## config.mk

```make
export PLATFORM = sky130hd
export DESIGN_NAME = prog_loader
export DESIGN_NICKNAME = d
export VERILOG_FILES = /design/src/rtl/prog_loader.sv
export SDC_FILE = /design/constraint.sdc
export NUM_CORES = 1
export LEC_CHECK = 0
export BUFFER_PORTS_ARGS = -buffer_cell sky130_fd_sc_hd__buf_2
export CELL_PAD_IN_SITES_DETAIL_PLACEMENT = 2
export CELL_PAD_IN_SITES_GLOBAL_PLACEMENT = 2
export CORE_ASPECT_RATIO = 1.25
export CORE_MARGIN = 8
export CORE_UTILIZATION = 35
export CTS_CLUSTER_DIAMETER = 30
export DETAILED_ROUTE_END_ITERATION = 16
export GPL_TIMING_DRIVEN = 0
export PLACE_DENSITY = 0.8
export SETUP_SLACK_MARGIN = 0.1
export SLEW_MARGIN = 25
export SYNTH_ARGS = -nofsm -noshare
export SYNTH_HDL_FRONTEND = slang
export SYNTH_SLANG_ARGS = --single-unit
```

## constraint.sdc

```tcl
create_clock -name clk -period 2.7 [get_ports clk]
set_input_delay 0.405 -clock clk [delete_from_list [all_inputs] [get_ports clk]]
set_output_delay 0.405 -clock clk [all_outputs]
set_load 0.005 [all_outputs]
```

## src/rtl/prog_loader.sv

```systemverilog
// Boot loader: byte stream -> little-endian 32-bit words -> instruction memory; holds the core in reset until the image is complete.
// Optional checksum byte after the payload, enabled by defining PROG_LOADER_CHECKSUM_EN.
module prog_loader #(
  parameter int DEPTH  = 256,
  parameter int ADDR_W = 8
) (
  input  logic              clk,
  input  logic              reset,
  input  logic [7:0]        in_data,
  input  logic              in_valid,
  output logic              in_ready,
  input  logic              reload,
  output logic              im_we,
  output logic [ADDR_W-1:0] im_addr,
  output logic [31:0]       im_wdata,
  output logic              cpu_reset,
  output logic              done,
  output logic              error
);

  typedef enum logic [2:0] {
    S_HDR0,
    S_HDR1,
    S_DATA,
`ifdef PROG_LOADER_CHECKSUM_EN
    S_CSUM,
`endif
    S_DONE,
    S_ERR
  } state_t;

`ifdef PROG_LOADER_CHECKSUM_EN
  localparam state_t S_FINAL = S_CSUM;
`else
  localparam state_t S_FINAL = S_DONE;
`endif

  state_t              state_q;
  logic [7:0]          n_lo_q;
  logic [15:0]         n_q;
  logic [15:0]         k_q;
  logic [1:0]          idx_q;
  logic [23:0]         word_q;
  logic                im_we_q;
  logic [ADDR_W-1:0]   im_addr_q;
  logic [31:0]         im_wdata_q;
  logic                cpu_reset_q;
  logic                done_q;
  logic                error_q;
`ifdef PROG_LOADER_CHECKSUM_EN
  logic [7:0]          csum_q;
`endif

  logic        accept;
  logic [15:0] n_hdr;

  always_comb begin
    in_ready = (state_q != S_DONE) && (state_q != S_ERR);
    accept   = in_valid && in_ready;
    n_hdr    = {in_data, n_lo_q};
  end

  always_ff @(posedge clk or negedge reset) begin
    if (!reset) begin
      state_q     <= S_HDR0;
      n_lo_q      <= '0;
      n_q         <= '0;
      k_q         <= '0;
      idx_q       <= '0;
      word_q      <= '0;
      im_we_q     <= 1'b0;
      im_addr_q   <= '0;
      im_wdata_q  <= '0;
      cpu_reset_q <= 1'b1;
      done_q      <= 1'b0;
      error_q     <= 1'b0;
`ifdef PROG_LOADER_CHECKSUM_EN
      csum_q      <= '0;
`endif
    end else begin
      im_we_q     <= 1'b0;
      done_q      <= (state_q == S_DONE);
      error_q     <= (state_q == S_ERR);
      // Release follows DONE by one cycle; a reload re-asserts it on the same edge.
      cpu_reset_q <= !((state_q == S_DONE) && !reload);
      case (state_q)
        S_HDR0: if (accept) begin
          n_lo_q  <= in_data;
          state_q <= S_HDR1;
        end
        S_HDR1: if (accept) begin
          n_q <= n_hdr;
          if (n_hdr > 16'(DEPTH))  state_q <= S_ERR;
          else if (n_hdr == 16'd0) state_q <= S_FINAL;
          else                     state_q <= S_DATA;
        end
        S_DATA: if (accept) begin
          idx_q <= idx_q + 2'd1;
`ifdef PROG_LOADER_CHECKSUM_EN
          csum_q <= csum_q ^ in_data;
`endif
          case (idx_q)
            2'd0: word_q[7:0]   <= in_data;
            2'd1: word_q[15:8]  <= in_data;
            2'd2: word_q[23:16] <= in_data;
            default: begin
              im_we_q    <= 1'b1;
              im_addr_q  <= k_q[ADDR_W-1:0];
              im_wdata_q <= {in_data, word_q};
              k_q        <= k_q + 16'd1;
              if (k_q + 16'd1 == n_q) state_q <= S_FINAL;
            end
          endcase
        end
`ifdef PROG_LOADER_CHECKSUM_EN
        S_CSUM: if (accept) state_q <= (in_data == csum_q) ? S_DONE : S_ERR;
`endif
        default: if (reload) begin
          state_q <= S_HDR0;
          n_lo_q  <= '0;
          n_q     <= '0;
          k_q     <= '0;
          idx_q   <= '0;
`ifdef PROG_LOADER_CHECKSUM_EN
          csum_q  <= '0;
`endif
        end
      endcase
    end
  end

  assign im_we     = im_we_q;
  assign im_addr   = im_addr_q;
  assign im_wdata  = im_wdata_q;
  assign cpu_reset = cpu_reset_q;
  assign done      = done_q;
  assign error     = error_q;

endmodule

```

* Word-level counts from Yosys, hierarchy flattened
Index checks and enable logic that the tools add are counted.
** Storage, ports and cells
- Register bits after elaboration :: 113
- Bits in latches :: 0
- Memory bits (writable) :: 0
- Memory bits (read-only) :: 0
- Bits of input ports :: 12
- Output and inout bits :: 45
- Logic and storage cells :: 84
- Memories :: 0
** Cells by class
- Add/subtract/negate cells :: 2
- $mul :: 0
- Divide/modulo/power cells :: 0
- $lt $le $gt $ge :: 1
- Eq/ne operators :: 14
- Shift-type cells :: 0
- Muxes and demuxes :: 24
- Bitwise operators :: 4
- Reductions and logical operators :: 25
** Operators with widths (number)
- $mux 16 :: 4
- $pmux 16 s2 :: 2
- $mux 3 :: 7
- $reduce_and 3->1 :: 7
- $add 16x1->16 const B :: 1
- $eq 16x16->1 :: 1
- $gt 16x9->1 const B :: 1
- $logic_not 16->1 :: 1
- $mux 8 :: 2
- $pmux 8 s2 :: 1
- $ne 2x2->1 const B :: 5
- $pmux 3 s3 :: 1
- $eq 3x2->1 const B :: 2
- $reduce_and 6->1 :: 1
- $reduce_bool 2->1 :: 3
- $reduce_or 2->1 :: 3
- $mux 1 :: 4
- $mux 2 :: 2
- $not 1->1 :: 4
- $pmux 2 s2 :: 1
- $reduce_and 4->1 :: 1
- $reduce_bool 4->1 :: 1
- $eq 3x1->1 const B :: 1
- $eq 3x3->1 const B :: 1
- other kinds (10) :: 13

* Logic depth before layout (Yosys ltp)
Gate-level depths: netlist (run 1).
- Depth after elaboration :: 6
- Gate-level depth with buffers :: 9
- Depth with buffers taken out :: 7

* Worst setup path after synthesis (run 1)
No wires, ideal clock.
- Kind :: reg-to-reg
- From :: register k_q[0]
- To :: register state_q[0]
- Setup time :: 0.103 ns
- Arrival :: 1.817 ns
- Data required time :: 2.597 ns
- Setup slack :: 0.780 ns
- Cell stages (with the launch flop) :: 8
- Buffers on the path :: 0
- Period minus slack after synthesis :: 1.920 ns
- Path through :: dfrtp_1 -> ha_1 -> and3_1 -> nand3_1 -> xnor2_1 -> nor4_1 -> nand4b_1 -> o41ai_2
** On the way
- Cells in the longest elaborated chain, start to end :: 4
** RTL lines
- start: declaration :: RTL line 41 : logic [15:0] k_q;
- start signal: assignment :: RTL line 110 : k_q <= k_q + 16'd1;
- $add 16x1->16 :: RTL line 111 : if (k_q + 16'd1 == n_q) state_q <= S_FINAL;
- $eq 16x16->1 :: RTL line 111
- $ne 2x2->1 (no line)
- $reduce_and 6->1 (no line)
- end signal: assignment :: RTL line 95 : else state_q <= S_DATA;
- end signal: assignment :: RTL line 111
- end signal: assignment :: RTL line 119 : state_q <= S_HDR0;
- end: declaration :: RTL line 38 : state_t state_q;
Every way passes these cells.
A chain may end at the register's enable or synchronous reset.

* Worst setup path in the final report (run 1)
- From :: register state_q[0]
- To :: register k_q[9]
** On the way
- Cells in the longest elaborated chain, start to end :: 5
- Elaborated cells between the ends (all ways) :: 14
- Classes of those cells :: 6 x eq/ne; 1 x mux; 1 x bitwise; 6 x reduce/logical
** RTL lines
- start signal: assignment :: RTL line 65 : state_q <= S_HDR0;
- start signal: assignment :: RTL line 89 : state_q <= S_HDR1;
- start signal: assignment :: RTL line 93 : if (n_hdr > 16'(DEPTH)) state_q <= S_ERR;
- $ne 3x2->1 / $ne 3x3->1 (equally long branches) :: RTL line 58 : in_ready = (state_q != S_DONE) && (state_q != S_ERR);
- $logic_and 1x1->1 :: RTL line 58
- $logic_and 1x1->1 :: RTL line 59 : accept = in_valid && in_ready;
- $ne 2x2->1 (no line)
- $reduce_and 4->1 (no line)
Several ways; a longest one is shown, not always the timed one.

==> results of run 1 <==
==> layout make-up <==
| type | instances | area share |
|---|---|---|
| plain buffers | 21 | 0.01501 |
| clock buffers | 20 | 0.07338 |
| clock inverters | 11 | 0.01891 |
| inverters | 6 | 0.003700 |
| multi-input cells | 342 | 0.3350 |
| flip-flops and latches | 113 | 0.4647 |
| well taps | 175 | 0.03597 |
| repair buffers | 58 | 0.05324 |
==> where the power goes <==
group,internal [mW],switching [mW],leakage [nW]
sequential,1.92,0.215,1.55
clock,1.37,0.819,0.267
combinational,0.413,0.579,1.32
==> per-stage QoR <==
step           TNS (ns)  std cells  cell area [um2]  hold slack, ns  power, mW
6_report              0        746             6087          0.2848      5.316
4_1_cts               0        746             6081          0.2716      5.353
3_5_place_dp          0        714             5503          0.3313      3.093
5_1_grt               0        746             6087          0.2868      5.521
2_1_floorplan         0        482             4970          0.1094      2.737
3_3_place_gp     -10.63        713             5469          0.4428      2.994
==> worst min-delay path by stage <==
stage | start | to | slack, ns
floorplan | reset | done$_DFF_PN0_ | 0.11
global placement | word_q[17]$_DFFE_PN0P_ | im_wdata[17]$_DFFE_PN0P_ | 0.44
detailed placement | reset | im_we$_DFF_PN0_ | 0.33
CTS | reload | cpu_reset$_DFF_PN1_ | 0.27
global route | reload | cpu_reset$_DFF_PN1_ | 0.29
finish | reload | cpu_reset$_DFF_PN1_ | 0.28
==> worst max-delay path, cell delays in order (launching register included) <==
cell and delay, ns:
sky130_fd_sc_hd__dfrtp_1 0.43, sky130_fd_sc_hd__buf_1 0.26, sky130_fd_sc_hd__o41ai_2 0.86, sky130_fd_sc_hd__clkbuf_1 0.47, sky130_fd_sc_hd__o21ai_0 0.20, sky130_fd_sc_hd__o31ai_1 0.10
==> flip-flops by register name, indices dropped and copies added (netlist names) <==
register	cells
im_we	1
state_q	3
n_lo_q	8
k_q	16
im_wdata	32
error	1
idx_q	2
done	1
im_addr	8
cpu_reset	1
n_q	16
word_q	24
==> cell families after synthesis <==
group,after synthesis,share of synthesized area
fa+ha+maj,5,0.01259
xor+xnor,23,0.04053
flops,113,0.5692
compound gates,81,0.1166
buf+inv,27,0.02291
simple gates,207,0.1798
mux,26,0.05841
==> synthesized netlist by cell type (all sizes together) (2+ instances only) <==
cell / n
nor4: 6
clkbuf: 11
xnor2: 12
ha: 5
o41ai: 4
o31ai: 8
a22o: 26
dfrtp: 112
o21ai: 28
mux2i: 2
a21oi: 4
mux2: 24
a31oi: 3
a21boi: 2
nand2b: 3
buf: 10
nor3: 9
nand3: 8
xor2: 11
nand2: 146
nor2: 21
inv: 6
and3: 6
==> timing repair <==
item,in CTS,in global routing
hold endpoints to repair,35,0
setup endpoints to repair,1,1
hold buffers,1,0
gates resized for setup,1,1
==> routing by layer <==
layer	global-route usage	up-vias
met5	0	-
met4	0.07880	0
met3	0.04053	33
met2	0.3495	87
met1	0.2028	2055
li1	-	1804
==> impl.org, run 1 <==
** Run status
- The run finished with clean final reports.

** Setup path
- The most critical setup path has its endpoint at k_q[9]$_DFFE_PN0P_.
- In this run the critical register-to-register path is launched from state_q[0]$_DFFE_PN0P_.
- STA puts the critical path data required time at 3.01 ns.
- Type of destination of the critical path :: flop
- Worst EP arrival :: between 2 and 3 ns
- The worst register-to-register path ends at k_q[9]$_DFFE_PN0P_.
- The critical path in this run is classified as flop to flop.
- In this run the worst path has a maximum fanout of 10.
- In this run the register-to-register setup slack is about 0.28 ns.
- Tracing the worst setup path back leads to its startpoint at state_q[0]$_DFFE_PN0P_.
- Nature of the critical path startpoint :: flop
- Cell depth of the worst flop-to-flop path :: 5

** CTS
- Clock root cell :: sky130_fd_sc_hd__clkbuf_16
- The later pin in the worst-skew pair is clocked with a latency of 0.41 ns.
- Total clock buffers created by CTS :: 17
- Number of clock sinks :: ~110
- CTS tree :: yes
- Clock input transition at the sequential cells of the worst setup and hold paths :: 0.06 ns
- CTS H-Tree Depth :: 4
- The clock passes through at most 2 buffers.
- The number of setup buffers added after CTS is 0.

** Yosys
- Number of standard cells after synthesis :: around 480
- Counting flops with an async set or reset pin after synthesis yields a share of 1.000.
- Predominant post-synthesis flop cell :: sky130_fd_sc_hd__dfrtp_1
- Share of the yosys chip area belonging to registers :: 0.5692
- In this run, synthesis inferred 0 flip-flops with an integrated enable.
- After synthesis the netlist holds a flip-flop and latch count of between 100 and 150.
- The synthesized netlist occupies a cell area of between 4000 and 5000 um2.
- Counting distinct cell types in the post-synthesis netlist gives 46.
- Post-Syn Nets :: around 500
- Per-instance average area after synthesis :: between 10 and 15 um2
- Of the post-synthesis cell area, the dominant cell type holds 0.5639.
- By area the synthesized netlist is led by sky130_fd_sc_hd__dfrtp_1 (56%), sky130_fd_sc_hd__nand2_1 (11%), sky130_fd_sc_hd__mux2_2 (5.4%).
- The synthesized design spends more area on one cell type than any other, namely sky130_fd_sc_hd__dfrtp_1.
- Yosys printed 0 warnings.

** Route
- Final wirelength :: 16170 um
- Using the TritonRoute via totals, the vias-per-cell ratio works out to about 5.3.
- The pre-antenna-repair detailed-routing pass consisted of 4 iterations.
- The detailed router used layers up to and including met4.
- After detailed routing, the average wire length per cell comes to between 20 and 25 um.
- After detailed routing, the met2 layer carries about 8700 um of wire.
- Summed over all nets, wire length on met3 after detailed routing comes to 547 um.
- After detailed routing, the number of remaining DRC violations is 0.
- In this run, the number of DRC markers left after iteration 0 of detailed routing was 133.
- DRT met1 WL :: 6503 um
- The count of nets left with antenna violations once routing finished came out at 0.
- Detailed routing inserted a total of 3979 vias.

** Worst hold path
- Path category of the worst min-delay check :: primary input to flop
- Worst hold path cell count :: 2

** STA
- Endpoints failing setup :: 0
- Min Clock Period, post-route :: about 2.4 ns
- Fin Clk Skew :: roughly 0.0065 ns
- Setup repair after global routing left no endpoint under its margin.
- The count of pins over their slew limit came to 0.
- Ratio of final minimum period to clock period :: 0.8951
- Worst setup slack after layout :: between 0.2 and 0.3 ns
- Timing would allow up to approximately 0.41 GHz.
- The hold violation total from the final report was 0.
- The worst pin sits at a relative slew slack of 0.3805.
- Transition time at the pin with the least slew margin :: just over 0.9 ns

** Final layout
- Net count of the finished layout :: about 580
- In the final layout, the multi-input gates occupy around 2000 um2.
- Share of cells above drive strength 1 :: 0.2277
- Filler cell count in the final layout :: about 1500
- The library cell used most frequently in the layout, excluding fill and tap cells, is sky130_fd_sc_hd__nand2_1.
- The repair_antennas step left the layout with diodes totalling 0.
- Post-layout utilization of the core :: 0.4388
- Most frequent cells in the layout :: sky130_fd_sc_hd__nand2_1 (145), sky130_fd_sc_hd__dfrtp_1 (112), sky130_fd_sc_hd__buf_2 (62)
- Register Area :: 2829 um2
- Synth-to-Final Area Change :: 22.48%

** Place
- At the end of routability-driven placement, the weighted congestion stood at between 0.8 and 0.9.
- Summed over all nets, the half-perimeter wirelength after detailed placement is roughly 11000 um.
- Total of buffers placed on input and output ports :: 56
- OpenSTA, run right after detailed placement, puts the worst setup slack at around 0.22 ns.

** Floorplanning
- After floorplanning, the core was divided into between 40 and 50 placement rows.
- Core outline area :: ~14000 um2
- The die is roughly 120 um wide.
- From bottom edge to top edge, the die measures approximately 150 um.
- For this configuration, the core starts out at a cell density of 0.3582.
- The die covers approximately 18000 um2.
- In this run the count of I/O pins placed on the die edge is 57.

** GRT
- The first global-routing pass estimated around 26000 um of wire.
- Global-route usage over all layers :: 0.1895
- For this run the aggregate overflow at the end of global routing stands at 0.
- The number of antenna violations at the first check in global routing is 0.
- Entering global routing, the biggest net connects 78 pins.
- Vias in the first global route :: between 4000 and 5000

** Power and ir drop
- Worst vdd ir :: 0.0004374 V
- Leakage power :: about 3.1 nW
- For this design the ratio of total power to cell area is ~870 nW/um2.

** Flow run
- Max capacitance violation total :: 0
Note: power is estimated with default switching activity, not from simulation.
==> run 2, diff against run 1 <==
Settings changed: CORE_UTILIZATION 35 to 34, PLACE_DENSITY 0.8 to 0.81.
Clock period 2.7 ns to 2.1 ns, I/O delays scaled along.
==> run 2 against run 1 <==
- cell area up 7.3%
- via count rose by 4.9%
- clock power is 52% higher
- wire length is 11% higher
- die area up 2.6%
- utilization is 1.7 points higher
- largest power group unchanged
==> impl.org, run 2 (synthesis gave the netlist of run 1 again) <==
** CTS
- Number of clock sinks :: 113 (unchanged)
- Clock input transition at the sequential cells of the worst setup and hold paths :: 0.06 ns (about the same)
- Clock root cell :: sky130_fd_sc_hd__clkbuf_16 (unchanged)
- The number of buffers on the longest clock path was 2 (unchanged).
- The clock latency at the later pin of the worst-skew pair is 0.41 ns (about the same).
- The total clock buffers created by CTS was 17 (unchanged).
- The H-tree depth is 4 (unchanged).
- CTS tree :: yes (unchanged)

** Route
- The remaining number of nets flagged by the antenna check after routing came to 0 (unchanged).
- The per-cell via count in the routed design is 5.428 (was 5.334).
- Final wirelength :: 17890 um (was 16170 um)
- Wirelength per Cell :: 23.27 um (was 21.68 um)
- DR iter-0 viols :: 167 (was 133)
- The vias after detailed routing is 4174 (was 3979).
- The number of detailed-route iterations in the first pass was 4 (unchanged).
- Detailed-route DRC error count :: 0 (unchanged)

** Final layout
- Post-route design area :: 6534 um2 (was 6087 um2)
- The core utilization of the finished layout was 0.4554 (was 0.4388).
- Filler cell count in the final layout :: 1509 (was 1481)
- The number of nets in the final layout was 595 (was 576).
- The area added between synthesis and finish was 31.47% (was 22.48%).
- Share of cells above drive strength 1 :: 0.3130 (was 0.2277)
- Final cell count without fillers :: 769 (was 746)
- The leading cell type in the layout, fill and taps excluded is sky130_fd_sc_hd__nand2_1 (unchanged).
- Most frequent cells in the layout :: sky130_fd_sc_hd__nand2_1 (143), sky130_fd_sc_hd__dfrtp_1 (106), sky130_fd_sc_hd__buf_2 (56) (was sky130_fd_sc_hd__nand2_1 (145), sky130_fd_sc_hd__dfrtp_1 (112), sky130_fd_sc_hd__buf_2 (62))
- Final antenna diode count :: 0 (unchanged)
- The flip-flop count of the largest register after layout was 32 (unchanged).

** GRT
- The maximum number of pins on one net before global-route repair is 79 (was 78).
- Grt met3 use :: 0.04215 (was 0.04053)
- The wire length of the first global-routing pass came to 27470 um (was 26320 um).
- Antenna violations before repair :: 0 (unchanged)
- The met2 track demand over resource was 0.3581 (was 0.3495).
- The remaining global-route overflow was 0 (unchanged).
- The number of global-route vias before repair was 4816 (was 4670).
- The met1 global-route usage is 0.2144 (was 0.2028).
- Peak-usage layer in the global routing report :: met2 (unchanged)
- Global-route usage over all layers :: 0.1946 (was 0.1895)

** STA
- Endpoints failing setup :: 0 (unchanged)
- Fin Clk Skew :: 0.006936 ns (was 0.006489 ns)
- The hold violation total from the final report was 0 (unchanged).
- The count of pins over their slew limit was 0 (unchanged).
- Transition time at the pin with the least slew margin :: 0.6372 ns (was 0.9192 ns)
- Min Clock Period, post-route :: 2.007 ns (was 2.417 ns)
- The fmax is 0.4984 GHz (was 0.4138 GHz).
- The period utilization is 0.9555 (was 0.8951).
- Slew margin rel. :: 0.5729 (was 0.3805)
- Unrepaired setup endpoints after global routing :: yes (was no)

** Floorplanning
- The overall die height is 151.2 um (was 149.2 um).
- Starting utilization of the core area :: 0.3464 (was 0.3582)
- The I/O pin count was 57 (unchanged).
- Placement row count :: 49 (was 48)
- Area of the die :: 18770 um2 (was 18290 um2)
- Die outline width :: 124.1 um (was 122.6 um)
- The core region area was 14350 um2 (was 13870 um2).

** Power and ir drop
- The cell-internal power was 5.220 mW (was 3.703 mW).
- The logic gate share of total power came to 0.187 (about the same).
- Worst vdd ir :: 0.0005447 V (was 0.0004374 V)
- Switching pwr :: 2.242 mW (was 1.614 mW)
- Proportion of power drawn by flip-flops and latches :: 0.371 (was 0.402)
- Clock share of power :: 0.443 (was 0.411)
- The areal power density over the cells was 1142 nW/um2 (was 873.3 nW/um2).
- Share of total power consumed by net switching :: 0.3005 (was 0.3035)
- Leakage power :: 3.381 nW (was 3.139 nW)

** Place
- Dpl cells :: 717 (was 714)
- Placed standard-cell area :: 5507 um2 (was 5503 um2)
- Estimated wirelength of the detail-placed design :: 10620 um (was 10710 um)
- Total of buffers placed on input and output ports :: 56 (unchanged)
- The last weighted congestion value of the routability-driven placer is 0.7657 (was 0.8226).

** Setup path
- Worst-path fanout max :: 7 (was 10)
- The type of origin of the critical path was a flop (unchanged).
- The element type at the critical path end was a flop (unchanged).
- The required time of the worst setup path is 2.39 ns (was 3.01 ns).
- The arrival time of data at the critical path endpoint was 2.30 ns (was 2.73 ns).
- The type of the worst setup path is flop to flop (unchanged).

** Worst hold path
- The worst hold-check path type is primary input to flop (unchanged).

** Run status
- Outcome: completed (unchanged).

** Flow run
- Max capacitance violation total :: 0 (unchanged)
==> run 2: cell types whose count changed in the layout (fill, tap and decap cells not counted), sizes merged <==
| cell | previous run | this run |
|---|---|---|
| clkinvlp | 4 | 1 |
| inv | 6 | 10 |
| clkbuf | 31 | 30 |
| buf | 67 | 85 |
| clkinv | 5 | 4 |
| bufinv | 2 | 5 |
==> run 2: layout make-up <==
class                   count  area (um2)  area share
plain buffers              21       135.1     0.02068
clock buffers              18       439.2     0.06722
clock inverters            14       227.7     0.03485
inverters                   6       22.52    0.003447
multi-input cells         342        2183      0.3342
flip-flops and latches    113        2836      0.4341
well taps                 178       222.7     0.03409
repair buffers             77       466.7     0.07143
==> run 2: path summary, 6_finish.rpt <==
kind                                             start                       end  slack, ns  cells after the start
worst max-delay path                k_q[6]$_DFFE_PN0P_    state_q[0]$_DFFE_PN0P_       0.09                      6
worst min-delay path                            reload       cpu_reset$_DFF_PN1_       0.21                      2
worst max register to register      k_q[6]$_DFFE_PN0P_    state_q[0]$_DFFE_PN0P_       0.09                      6
worst min register to register  word_q[23]$_DFFE_PN0P_  im_wdata[23]$_DFFE_PN0P_       0.47                      2
max in group asynchronous                        reset       n_q[11]$_DFFE_PN0P_       1.00                      3
min in group asynchronous                        reset           im_we$_DFF_PN0_       0.38                      2
==> run 2: through the flow <==
stage	power, mW	setup TNS (ns)	setup WS, ns	hold WS, ns
after floorplan	3.519	0	0.1799	0.01941
after global placement	3.846	-80.00	-0.6307	0.4450
after detailed placement	3.956	-18.78	-0.4293	0.2474
after CTS	7.387	0	0.04765	0.2007
after global routing	7.691	-0.007604	-0.007604	0.1981
final	7.462	0	0.09350	0.2076
==> run 2: power by group through the flow <==
stage	Clock, mW	Sequential, mW	Combinational (mW)
finish	3.31	2.76	1.39
global route	3.42	2.79	1.48
CTS	3.33	2.75	1.31
detailed placement	0	2.76	1.20
global placement	0	2.73	1.11
floorplan	0	2.67	0.849
==> run 2: worst max-delay path, cell delays in order, from the launching register on <==
cell and delay [ns]:
sky130_fd_sc_hd__dfrtp_2 0.45, sky130_fd_sc_hd__nand2_2 0.17, sky130_fd_sc_hd__nor3_4 0.26, sky130_fd_sc_hd__nor3b_4 0.31, sky130_fd_sc_hd__xnor2_2 0.15, sky130_fd_sc_hd__o2111ai_1 0.16, sky130_fd_sc_hd__o41ai_2 0.38
==> run 2: timing repair <==
| item | 4_1_cts | 5_1_grt |
|---|---|---|
| resized for setup | 42 | 22 |
| pin swaps | 9 | 8 |
| hold endpoints to repair | 34 | 0 |
| setup endpoints to repair | 93 | 65 |
| buffers inserted | 13 | 6 |
| hold buffers | 1 | 0 |
==> run 2: routing by layer <==
layer,up-vias,share of wire,wire [um]
li1,1840,-,-
met1,2189,0.40,7105
met2,116,0.55,9789
met3,29,0.035,621
met4,0,0.021,377
met5,-,0,0
